File: src/rtl/display_mode_ctrl.sv
// display_mode_ctrl: registered, mode-sequenced driver for the century
// clock's 8-digit 7-segment display. Chooses TIME, DATE or an AUTO view
// that alternates between the two, blinks the field being edited, and
// optionally blanks the hour leading zero.
module display_mode_ctrl #(
  parameter int DWELL_TICKS = 5,
  parameter int BLINK_TICKS = 1,
  parameter int LZB         = 1,
  parameter int CNT_W       = 8
) (
  input  logic       clk,
  input  logic       rst,
  input  logic       tick,
  input  logic       mode_btn,
  input  logic       edit_en,
  input  logic [2:0] edit_field,
  input  logic [3:0] sec_unit,
  input  logic [3:0] sec_ten,
  input  logic [3:0] min_unit,
  input  logic [3:0] min_ten,
  input  logic [3:0] hour_unit,
  input  logic [1:0] hour_ten,
  input  logic [3:0] day_unit,
  input  logic [1:0] day_ten,
  input  logic [3:0] month_unit,
  input  logic [1:0] month_ten,
  input  logic [3:0] year_unit,
  input  logic [3:0] year_ten,
  input  logic [3:0] year_hund,
  input  logic [3:0] year_thou,
  output logic [6:0] led0,
  output logic [6:0] led1,
  output logic [6:0] led2,
  output logic [6:0] led3,
  output logic [6:0] led4,
  output logic [6:0] led5,
  output logic [6:0] led6,
  output logic [6:0] led7,
  output logic       view,
  output logic       auto_on
);

  localparam logic [6:0] SEG_OFF  = 7'h7F;
  localparam logic [6:0] SEG_DASH = 7'b0111111;
  localparam logic [CNT_W-1:0] DWELL_LAST = CNT_W'(DWELL_TICKS - 1);
  localparam logic [CNT_W-1:0] BLINK_LAST = CNT_W'(BLINK_TICKS - 1);

  typedef enum logic [1:0] {
    T_FIX  = 2'd0,
    D_FIX  = 2'd1,
    A_TIME = 2'd2,
    A_DATE = 2'd3
  } state_t;

  state_t           state, state_nxt;
  logic [CNT_W-1:0] dwell_cnt, dwell_nxt;
  logic [CNT_W-1:0] blink_cnt;
  logic             blink_ph;
  logic             view_nxt, auto_nxt;
  logic [6:0]       led_nxt [8];

  // Active-low {g..a} decode of one BCD digit; non-decimal values show a dash
  function automatic logic [6:0] bcd_to_led(input logic [3:0] d);
    case (d)
      4'd0:    bcd_to_led = 7'b1000000;
      4'd1:    bcd_to_led = 7'b1111001;
      4'd2:    bcd_to_led = 7'b0100100;
      4'd3:    bcd_to_led = 7'b0110000;
      4'd4:    bcd_to_led = 7'b0011001;
      4'd5:    bcd_to_led = 7'b0010010;
      4'd6:    bcd_to_led = 7'b0000010;
      4'd7:    bcd_to_led = 7'b1111000;
      4'd8:    bcd_to_led = 7'b0000000;
      4'd9:    bcd_to_led = 7'b0010000;
      default: bcd_to_led = SEG_DASH;
    endcase
  endfunction

  // Mode state and dwell counter registers
  always_ff @(posedge clk) begin
    if (rst) begin
      state     <= T_FIX;
      dwell_cnt <= '0;
    end else begin
      state     <= state_nxt;
      dwell_cnt <= dwell_nxt;
    end
  end

  // Next mode: the button always wins over dwell expiry and clears the dwell count
  always_comb begin
    state_nxt = state;
    dwell_nxt = dwell_cnt;
    case (state)
      T_FIX: begin
        dwell_nxt = '0;
        if (mode_btn) state_nxt = D_FIX;
      end
      D_FIX: begin
        dwell_nxt = '0;
        if (mode_btn) state_nxt = A_TIME;
      end
      A_TIME, A_DATE: begin
        if (mode_btn) begin
          state_nxt = T_FIX;
          dwell_nxt = '0;
        end else if (tick) begin
          if (dwell_cnt == DWELL_LAST) begin
            state_nxt = (state == A_TIME) ? A_DATE : A_TIME;
            dwell_nxt = '0;
          end else begin
            dwell_nxt = dwell_cnt + CNT_W'(1);
          end
        end
      end
      default: begin
        state_nxt = T_FIX;
        dwell_nxt = '0;
      end
    endcase
  end

  // Blink phase generator; idle and showing digits whenever editing is off
  always_ff @(posedge clk) begin
    if (rst || !edit_en) begin
      blink_cnt <= '0;
      blink_ph  <= 1'b0;
    end else if (tick) begin
      if (blink_cnt == BLINK_LAST) begin
        blink_cnt <= '0;
        blink_ph  <= ~blink_ph;
      end else begin
        blink_cnt <= blink_cnt + CNT_W'(1);
      end
    end
  end

  // Segment pattern for the current view, with blink and leading-zero blanking applied
  always_comb begin
    view_nxt = (state == T_FIX) || (state == A_TIME);
    auto_nxt = (state == A_TIME) || (state == A_DATE);
    for (int i = 0; i < 8; i++) led_nxt[i] = SEG_OFF;
    if (view_nxt) begin
      led_nxt[7] = SEG_DASH;
      led_nxt[6] = SEG_DASH;
      led_nxt[5] = bcd_to_led({2'b00, hour_ten});
      led_nxt[4] = bcd_to_led(hour_unit);
      led_nxt[3] = bcd_to_led(min_ten);
      led_nxt[2] = bcd_to_led(min_unit);
      led_nxt[1] = bcd_to_led(sec_ten);
      led_nxt[0] = bcd_to_led(sec_unit);
      if ((LZB != 0) && (hour_ten == 2'd0)) led_nxt[5] = SEG_OFF;
      if (blink_ph) begin
        case (edit_field)
          3'd0:    begin led_nxt[1] = SEG_OFF; led_nxt[0] = SEG_OFF; end
          3'd1:    begin led_nxt[3] = SEG_OFF; led_nxt[2] = SEG_OFF; end
          3'd2:    begin led_nxt[5] = SEG_OFF; led_nxt[4] = SEG_OFF; end
          default: ;
        endcase
      end
    end else begin
      led_nxt[7] = bcd_to_led({2'b00, day_ten});
      led_nxt[6] = bcd_to_led(day_unit);
      led_nxt[5] = bcd_to_led({2'b00, month_ten});
      led_nxt[4] = bcd_to_led(month_unit);
      led_nxt[3] = bcd_to_led(year_thou);
      led_nxt[2] = bcd_to_led(year_hund);
      led_nxt[1] = bcd_to_led(year_ten);
      led_nxt[0] = bcd_to_led(year_unit);
      if (blink_ph) begin
        case (edit_field)
          3'd3:    begin led_nxt[7] = SEG_OFF; led_nxt[6] = SEG_OFF; end
          3'd4:    begin led_nxt[5] = SEG_OFF; led_nxt[4] = SEG_OFF; end
          3'd5:    begin
            led_nxt[3] = SEG_OFF; led_nxt[2] = SEG_OFF;
            led_nxt[1] = SEG_OFF; led_nxt[0] = SEG_OFF;
          end
          default: ;
        endcase
      end
    end
  end

  // Output registers so the display pins change only on clock edges
  always_ff @(posedge clk) begin
    if (rst) begin
      led0    <= SEG_OFF;
      led1    <= SEG_OFF;
      led2    <= SEG_OFF;
      led3    <= SEG_OFF;
      led4    <= SEG_OFF;
      led5    <= SEG_OFF;
      led6    <= SEG_OFF;
      led7    <= SEG_OFF;
      view    <= 1'b1;
      auto_on <= 1'b0;
    end else begin
      led0    <= led_nxt[0];
      led1    <= led_nxt[1];
      led2    <= led_nxt[2];
      led3    <= led_nxt[3];
      led4    <= led_nxt[4];
      led5    <= led_nxt[5];
      led6    <= led_nxt[6];
      led7    <= led_nxt[7];
      view    <= view_nxt;
      auto_on <= auto_nxt;
    end
  end

endmodule

File: config.mk
export PLATFORM = sky130hd
export DESIGN_NAME = display_mode_ctrl
export DESIGN_NICKNAME = d
export VERILOG_FILES = /design/src/rtl/display_mode_ctrl.sv
export SDC_FILE = /design/constraint.sdc
export NUM_CORES = 1
export LEC_CHECK = 0
export CAP_MARGIN = 20
export CORE_MARGIN = 1.5
export CORE_UTILIZATION = 35
export CTS_CLUSTER_DIAMETER = 150
export DETAILED_ROUTE_END_ITERATION = 8
export GPL_ROUTABILITY_DRIVEN = 0
export MAX_ROUTING_LAYER = met4
export PLACE_DENSITY = 0.61
export SLEW_MARGIN = 20
export SYNTH_ARGS = -nofsm -noshare
export SYNTH_HDL_FRONTEND = slang
export SYNTH_SLANG_ARGS = --single-unit
File: constraint.sdc
create_clock -name clk -period 1.95 [get_ports clk]
set_input_delay 0.39 -clock clk [delete_from_list [all_inputs] [get_ports clk]]
set_output_delay 0.39 -clock clk [all_outputs]
set_load 0.05 [all_outputs]
Word-level counts from Yosys, hierarchy flattened
Memory sizes are Yosys's and may differ from the RTL's.
Cells that the tools add are included.
W data, S select, Z words.
{"block": "word_totals", "output_inout_bits": 58, "elab_cells": 92, "mem_bits_ro": 1232, "register_bits": 77, "n_memories": 11, "inputBits": 58}
{"name": "(name not given)", "words": 16, "word_bits": 7, "rd": 1, "rd_clocked_by_memory_dff": 0, "wr": 0, "line": "64", "source": "case (d)"}
{"name": "(name not given)", "words": 16, "word_bits": 7, "rd": 1, "rd_clocked_by_memory_dff": 0, "wr": 0, "line": "64"}
{"name": "(name not given)", "words": 16, "word_bits": 7, "rd": 1, "rd_clocked_by_memory_dff": 0, "wr": 0, "line": "64"}
{"name": "(name not given)", "words": 16, "word_bits": 7, "rd": 1, "rd_clocked_by_memory_dff": 0, "wr": 0, "line": "64"}
{"name": "(name not given)", "words": 16, "word_bits": 7, "rd": 1, "rd_clocked_by_memory_dff": 0, "wr": 0, "line": "64"}
{"name": "(name not given)", "words": 16, "word_bits": 7, "rd": 1, "rd_clocked_by_memory_dff": 0, "wr": 0, "line": "64"}
{"name": "5 more memories"}
{"block": "classes", "n_bitwise": 1, "reduce_logical": 15, "add_sub_neg": 2, "n_eq_ne": 22, "muxes": 25}
{"cell": "$mux W56", "n": 2}
{"cell": "$mux W14", "n": 5}
{"cell": "$pmux W7 S4", "n": 2}
{"cell": "$mux W42", "n": 1}
{"cell": "$mux W8", "n": 4}
{"cell": "$mux W28", "n": 1}
{"cell": "$pmux W7 S3", "n": 1}
{"cell": "$add A8 B1 Y8 const B", "n": 2}
{"cell": "$eq A2 B2 Y1 const B", "n": 8}
{"cell": "$pmux W8 S2", "n": 1}
{"cell": "$mux W2", "n": 5}
{"cell": "$eq A2 B1 Y1 const B", "n": 4}
{"cell": "$eq A8 B3 Y1 const B", "n": 1}
{"cell": "$logic_not A2 Y1", "n": 4}
{"cell": "$logic_not A8 Y1", "n": 1}
{"cell": "$mux W7", "n": 1}
{"cell": "$eq A3 B2 Y1 const B", "n": 2}
{"cell": "$eq A3 B3 Y1 const B", "n": 2}
{"cell": "$ne A3 B3 Y1 const B", "n": 2}
{"cell": "$pmux W2 S3", "n": 1}
{"cell": "$reduce_or A2 Y1", "n": 3}
{"cell": "$ne A2 B2 Y1 const B", "n": 2}
{"cell": "$reduce_and A4 Y1", "n": 1}
{"cell": "$eq A3 B1 Y1 const B", "n": 1}
{"cell": "other kinds (6)", "n": 8}

Logic depth before layout (Yosys ltp)
Gate-level depths: netlist of the first run.
{"block": "depth", "depth_word": 6, "mapped_depth": 7, "depth_no_buf": 6}

Worst setup path after synthesis of the first run
No wires, ideal clock.
{"block": "synth_path", "kind": "register to register", "start": "reg dwell_cnt[0]", "end": "reg state[0]", "required_time_ps": 1876, "period_less_slack_ps": 1566, "setup_slack_ps": 384, "setup_time_ps": 74, "path_stages_with_launch": 7, "path_buffers": 0, "arrival_time_ps": 1492, "cell_sequence": "dfxtp_1 -> inv_1 -> ha_1 -> nor4b_2 -> nand3_1 -> or4b_1 -> a31oi_1"}
{"block": "synth_via", "elab_chain_len": 3}
{"element": "start: declaration", "line": "56", "source": "logic [CNT_W-1:0] dwell_cnt, dwell_nxt;"}
{"element": "start signal: assignment", "line": "86", "source": "dwell_cnt <= dwell_nxt;"}
{"element": "$eq A8 B3 Y1", "line": "108", "source": "if (dwell_cnt == DWELL_LAST) begin"}
{"element": "$ne A3 B3 Y1 (no line)"}
{"element": "$reduce_and A4 Y1 (no line)"}
{"element": "end signal: assignment", "line": "85", "source": "state <= state_nxt;"}
{"element": "end: declaration", "line": "55", "source": "state_t state, state_nxt;"}
No other way between the ends.
A chain may end at the register's enable or synchronous reset.

Worst setup path in the final report of the first run
{"block": "layout_path", "start": "reg led2[5]", "end": "out led2[5]"}
{"element": "start: declaration", "line": "33", "source": "output logic [6:0] led2,"}
{"element": "start signal: assignment", "line": "200", "source": "led2 <= led_nxt[2];"}
No word-level cell between the ends.

==> run summary, run 1 <==
Req. time, crit path -> 1.56 ns
total grt overflow -> 0
critical-path cell list -> clkdlybuf4s50_1
Pwr Density -> 731 mW/mm^2
Reg clk slew, reported paths -> 0.07 ns
vias in the first global route -> 4015
DR DRC count -> 0
1st-iter DRT viols -> 256
Yosys top cell by area -> dfxtp_1
R2R Setup Slk -> 0.26 ns
clk root buf -> clkbuf_16
Final min period -> 1.91 ns
nets@finish -> 828
# diodes -> 0
WL/cell -> 12.6 microns
# setup viols final -> 0
Switching Fraction -> 34.3%
R2R cell count -> 6
layout cells sized above 1 -> 10.2%
vias per cell -> 4.78
largest net degree at the start of global routing -> 25
postcts setup bufs -> 0
Hold Crit Endpoint -> auto_on
TritonCTS buffer count -> 9
Die Footprint -> 0.0140 sq mm
design area -> 0.00649 sq mm
die width -> 118 microns
# rows -> 41
total power -> 4.75 mW
CTS Hold Bufs -> 0
DP Cell Count -> 872
Rel. slew slack -> 61.8%
Mapped Nets -> 690
Synth Flop Type -> dfxtp_1
Final Hold Vio Count -> 0
GRT Total Usage -> 16.7%
Initial DRT Pass Iterations -> 4
Top Family by Delay on Critical Path -> buffers and inverters
Max-cap violations -> 0
# IOs -> 116
Yosys cell types -> 50
CTS tree -> done
outcome -> completed
DP HPWL -> 8890 microns
initial antenna violation count -> 0
Post-synth EDFFs -> 0
largest cells by area after synthesis -> dfxtp_1 (32%), ha_1 (16%), a21oi_1 (7.0%)
power share of the combinational group -> 30.0%
die height -> 118 microns
Core Footprint -> 0.0128 sq mm
min-delay worst type -> reg2reg
Reg2Reg Launch Point -> dwell_cnt[0]
remaining antenna violation count after routing -> 0
Setup Crit Path Kind -> reg2out
CP bufs+invs -> 1
Hold Startpoint -> state[1]
Pleak -> 2.75 nW
final setup TNS -> 0 ns
global-route wire length before repair -> 18500 microns
CP endpoint kind -> output port
Seq cells post-synth -> 75
switching pwr -> 1.63 mW
wirelength, routed -> 11200 microns
IO Port Bufs -> 115
Pint -> 3.12 mW
critical path startpoint category -> flip-flop
register area share after synthesis -> 32.3%
area post-placement -> 0.00620 sq mm
fillers -> 1163
area grow syn2layout -> 39.9%
CP Max Fanout -> 1
hold depth -> 1
via count -> 4246
CP max-delay cell -> clkdlybuf4s50_1
Seq pwr share -> 35.9%
actual slew at the worst max-slew pin -> 0.569 ns
period utilization -> 97.7%
Sink Count -> 75
Post-Synthesis Cells -> 573
FFs w/ async S/R, synth -> 0%
Mapped Area -> 0.00464 sq mm
RSZ-0062 raised after global routing -> no
Starting Density -> 36.4%
Ys Warns -> 0
Arr. time, crit path -> 1.52 ns
Clock Path Buffers -> 2
Worst Skew -> 0.0101 ns
Final Max Slew Viols -> 0
top-area cell type share of the netlist area -> 32.3%
Post-Syn Area per Cell -> 8.10 sq um
Post-CTS Resized -> 0
proportion of power drawn by the clock network -> 34.1%
clk_lat worst skew -> 0.34 ns
Peak VDD IR -> 0.450 mV
slowest cell delay on critical path -> 0.81 ns
Core Util, Final -> 50.8%
CTS HTree Levels -> 3
Worst R2R End -> state[0]
Final Non-Filler Cells -> 888
f_max -> 525 MHz
==> kinds of logic after synthesis <==
kind of cell	count (synthesis)	share of synthesized area (%)
mux	7	1.51
buf+inv	73	6.22
compound gates	165	21.2
flops	75	32.3
xor+xnor	14	2.64
simple gates	180	20.2
fa+ha+maj	59	15.9
==> worst max path at each step <==
stage,from,endpoint,cells after the start
after floorplan,dwell_cnt[0],state[0],6
after global placement,edit_field[0],led2[1],5
after detailed placement,edit_field[0],led2[1],5
after CTS,led1[6],led1[6],1
after global routing,led1[6],led1[6],1
final,led2[5],led2[5],1
==> cells in the final DEF, fill, tap and decap left out, types with 4 or more instances in the layout <==
| cell type | netlist | routed |
|---|---|---|
| dfxtp_1 | 75 | 75 |
| inv_1 | 44 | 44 |
| nand3b_1 | 9 | 9 |
| a21oi_1 | 65 | 65 |
| nand2_1 | 29 | 29 |
| xor2_1 | 10 | 10 |
| buf_4 | 2 | 46 |
| nor3_1 | 5 | 5 |
| and2_1 | 8 | 8 |
| o21ai_0 | 43 | 43 |
| nand4_1 | 5 | 5 |
| xnor2_1 | 4 | 4 |
| clkdlybuf4s50_1 | 0 | 109 |
| nand3_1 | 5 | 5 |
| o22a_1 | 4 | 4 |
| inv_6 | 0 | 4 |
| nor3b_1 | 7 | 7 |
| a21o_1 | 5 | 5 |
| clkbuf_16 | 0 | 9 |
| nand2b_1 | 19 | 19 |
| ha_1 | 59 | 59 |
| nor2_1 | 64 | 64 |
| mux2i_1 | 7 | 7 |
| o21a_1 | 7 | 7 |
| nor2b_1 | 12 | 12 |
| a22oi_1 | 8 | 8 |
| o22ai_1 | 5 | 5 |
| o2bb2ai_1 | 5 | 5 |
| a2bb2oi_1 | 7 | 7 |
==> flip-flops by register name, summed over array words and instances, names as in the netlist <==
signal / cells
led1: 7
led0: 7
auto_on: 1
led6: 7
blink_cnt: 8
blink_ph: 1
led4: 7
led3: 7
state: 2
led2: 7
view: 1
dwell_cnt: 8
led7: 6
led5: 6
==> metrics by stage <==
stage	worst slack [ns]	hold slack, ns
2_1_floorplan	0.384	0.480
3_3_place_gp	-0.119	0.504
3_5_place_dp	-0.170	0.509
4_1_cts	0.0406	0.520
5_1_grt	0.0281	0.536
6_report	0.0450	0.520
==> layer usage <==
metal	up-vias	share of wire (%)	track usage, %
li1	2231	-	-
met3	13	4.0	3.52
met5	-	0	-
met4	0	1.1	6.10
met2	103	48	27.0
met1	1899	47	20.6
==> cell usage after synthesis (all sizes together) (3+ instances only) <==
| cell type | instances |
|---|---|
| a21boi | 3 |
| a21o | 5 |
| a21oi | 65 |
| a22oi | 8 |
| a2bb2oi | 7 |
| a31oi | 4 |
| and2 | 8 |
| and3 | 3 |
| buf | 7 |
| clkbuf | 22 |
| dfxtp | 75 |
| ha | 59 |
| inv | 44 |
| mux2i | 7 |
| nand2 | 29 |
| nand2b | 19 |
| nand3 | 5 |
| nand3b | 9 |
| nand4 | 5 |
| nor2 | 64 |
| nor2b | 12 |
| nor3 | 5 |
| nor3b | 8 |
| nor4b | 4 |
| o21a | 7 |
| o21ai | 43 |
| o22a | 4 |
| o22ai | 5 |
| o2bb2ai | 5 |
| or2 | 3 |
| xnor2 | 4 |
| xor2 | 10 |
==> cell type report <==
type	instances	area (sq um)	area share [%]
inverter	44	165	2.54
timing repair buffer	156	1460	22.4
clock inverter	7	63.8	0.982
tap	172	215	3.31
clock buffer	9	225	3.47
multi-input combinational	425	2870	44.2
sequential	75	1500	23.1
==> power groups by stage <==
stage                     logic (mW)  clock network (mW)  registers, mW
final                           1.42                1.62           1.71
after global routing            1.54                1.70           1.72
after CTS                       1.44                1.66           1.71
after detailed placement        1.43                   0           1.74
after global placement          1.42                   0           1.74
after floorplan                0.456                   0           2.15
No activity file was read; power rests on OpenSTA's default activity.
==> run 2: changes to the inputs <==
- GPL_TIMING_DRIVEN: unset -> 0
==> run 2 against run 1 <==
Compared with the run above:
- combinational power about the same
- core utilization decreased by 1.8 points
- final cell count decreased by 2.3%
- final area decreased by 3.6%
- flip-flop and latch count unchanged
- clock-buffer cell count increased by 2
- register-to-register slack got worse by 0.04 ns
- fmax increased by 2.3%
- highest routed layer unchanged
==> run summary, run 2 (same netlist as run 1, synthesis figures left out) <==
outcome -> completed
wirelength, routed -> 11300 microns
min-delay worst type -> in2reg
die height -> 118 microns
Clock Path Buffers -> 2
global-route wire length before repair -> 18700 microns
IO Port Bufs -> 108
initial antenna violation count -> 0
Final Max Slew Viols -> 0
DR DRC count -> 0
Placement Setup Slack -> -0.659 ns
total power -> 4.71 mW
slowest cell delay on critical path -> 0.80 ns
final setup TNS -> 0 ns
WL/cell -> 13.0 microns
Final Hold Vio Count -> 0
layout cells sized above 1 -> 5.46%
nets@finish -> 808
Worst Skew -> 0.00542 ns
met3 usage -> 3.04%
Starting Density -> 36.4%
GRT Total Usage -> 16.9%
Core Util, Final -> 49.0%
Final Non-Filler Cells -> 868
clk_lat worst skew -> 0.34 ns
CTS Hold Bufs -> 0
commonest non-fill, non-tap cells in the layout -> clkdlybuf4s50_1 (106), dfxtp_1 (75), a21oi_1 (65)
RSZ-0062 raised after global routing -> yes
commonest non-fill, non-tap cell in the layout -> clkdlybuf4s50_1
Die Footprint -> 0.0140 sq mm
design area -> 0.00626 sq mm
CP bufs+invs -> 1
Arr. time, crit path -> 1.47 ns
critical-path cell list -> clkdlybuf4s50_1
top flop regs -> blink_cnt: 8 flops, dwell_cnt: 8 flops
CP Max Fanout -> 2
area post-placement -> 0.00594 sq mm
Final min period -> 1.86 ns
postcts setup bufs -> 0
DP HPWL -> 8850 microns
Setup Crit Path Kind -> reg2out
CP endpoint kind -> output port
Top Family by Delay on Critical Path -> buffers and inverters
Max-cap violations -> 0
Rel. slew slack -> 53.3%
Pwr Density -> 751 mW/mm^2
TritonCTS buffer count -> 9
Core Footprint -> 0.0128 sq mm
die width -> 118 microns
CTS tree -> done
Pleak -> 2.58 nW
DP Cell Count -> 853
CP max-delay cell -> clkdlybuf4s50_1
area grow syn2layout -> 34.9%
Initial DRT Pass Iterations -> 4
met2 Usage GRT -> 28.2%
remaining antenna violation count after routing -> 0
vias per cell -> 4.89
GRT busiest layer -> met2
Req. time, crit path -> 1.56 ns
met1 usage -> 20.3%
Reg clk slew, reported paths -> 0.06 ns
worst hold slack -> 0.492 ns
actual slew at the worst max-slew pin -> 0.690 ns
# IOs -> 116
# setup viols final -> 0
# rows -> 41
period utilization -> 95.5%
# diodes -> 0
vias in the first global route -> 4016
clk root buf -> clkbuf_16
via count -> 4241
CTS HTree Levels -> 3
worst setup margin -> 0.0881 ns
Peak VDD IR -> 0.345 mV
total grt overflow -> 0
critical path startpoint category -> flip-flop
1st-iter DRT viols -> 203
largest net degree at the start of global routing -> 13
f_max -> 537 MHz
Sink Count -> 75
[run 2: cell types whose count changed in the layout (fill, tap and decap cells not counted), sizes merged]
cell | previous run | this run
inv | 49 | 44
buf | 47 | 6
bufinv | 0 | 1
clkdlybuf4s50 | 109 | 106
clkbuf | 9 | 33
clkinv | 2 | 4
dlymetal6s2s | 0 | 1
dlygate4sd2 | 0 | 1
[run 2: layer usage]
| layer | wire length, microns | share of wire, % | up-vias |
|---|---|---|---|
| met3 | 474 | 4.2 | 16 |
| met1 | 5180 | 46 | 1936 |
| met2 | 5470 | 48 | 105 |
| met5 | 0 | 0 | - |
| met4 | 193 | 1.7 | 0 |
| li1 | - | - | 2184 |
[run 2: power by group]
group	internal [mW]	switching, mW	total, mW	leakage, nW
Sequential	1.66	0.0348	1.69	0.619
Clock	0.987	0.639	1.63	0.143
Combinational	0.519	0.868	1.39	1.82
Total	3.16	1.54	4.71	2.58
[run 2: path summary, 6_finish.rpt]
path | end | cells past startpoint | start | slack, ns
hold reg to reg | auto_on | 1 | state[1] | 0.52
setup reg to reg | led1[1] | 7 | state[0] | 0.22
setup / recovery | led7[0] | 1 | led7[3] | 0.09
hold / removal | led6[3] | 3 | day_unit[3] | 0.49
[run 2: tightest hold or removal path, cell delays in order]
cell and delay (ns):
clkbuf_1 0.16, a21oi_1 0.15, o21ai_0 0.07
[run 2: final cells by class]
| class | count | area, sq um |
|---|---|---|
| Inverter | 44 | 165 |
| Fill cell | 1195 | 6510 |
| Buffer | 28 | 124 |
| Tap cell | 172 | 215 |
| Clock inverter | 5 | 53.8 |
| Multi-Input combinational cell | 425 | 2890 |
| Timing Repair Buffer | 108 | 1080 |
| Clock buffer | 11 | 233 |
| Sequential cell | 75 | 1500 |
[run 2: repair_timing]
| item | 4_1_cts | 5_1_grt |
|---|---|---|
| endpoints found under the hold margin | 0 | 0 |
| resized for setup | 7 | 7 |
| setup endpoints to repair | 14 | 27 |
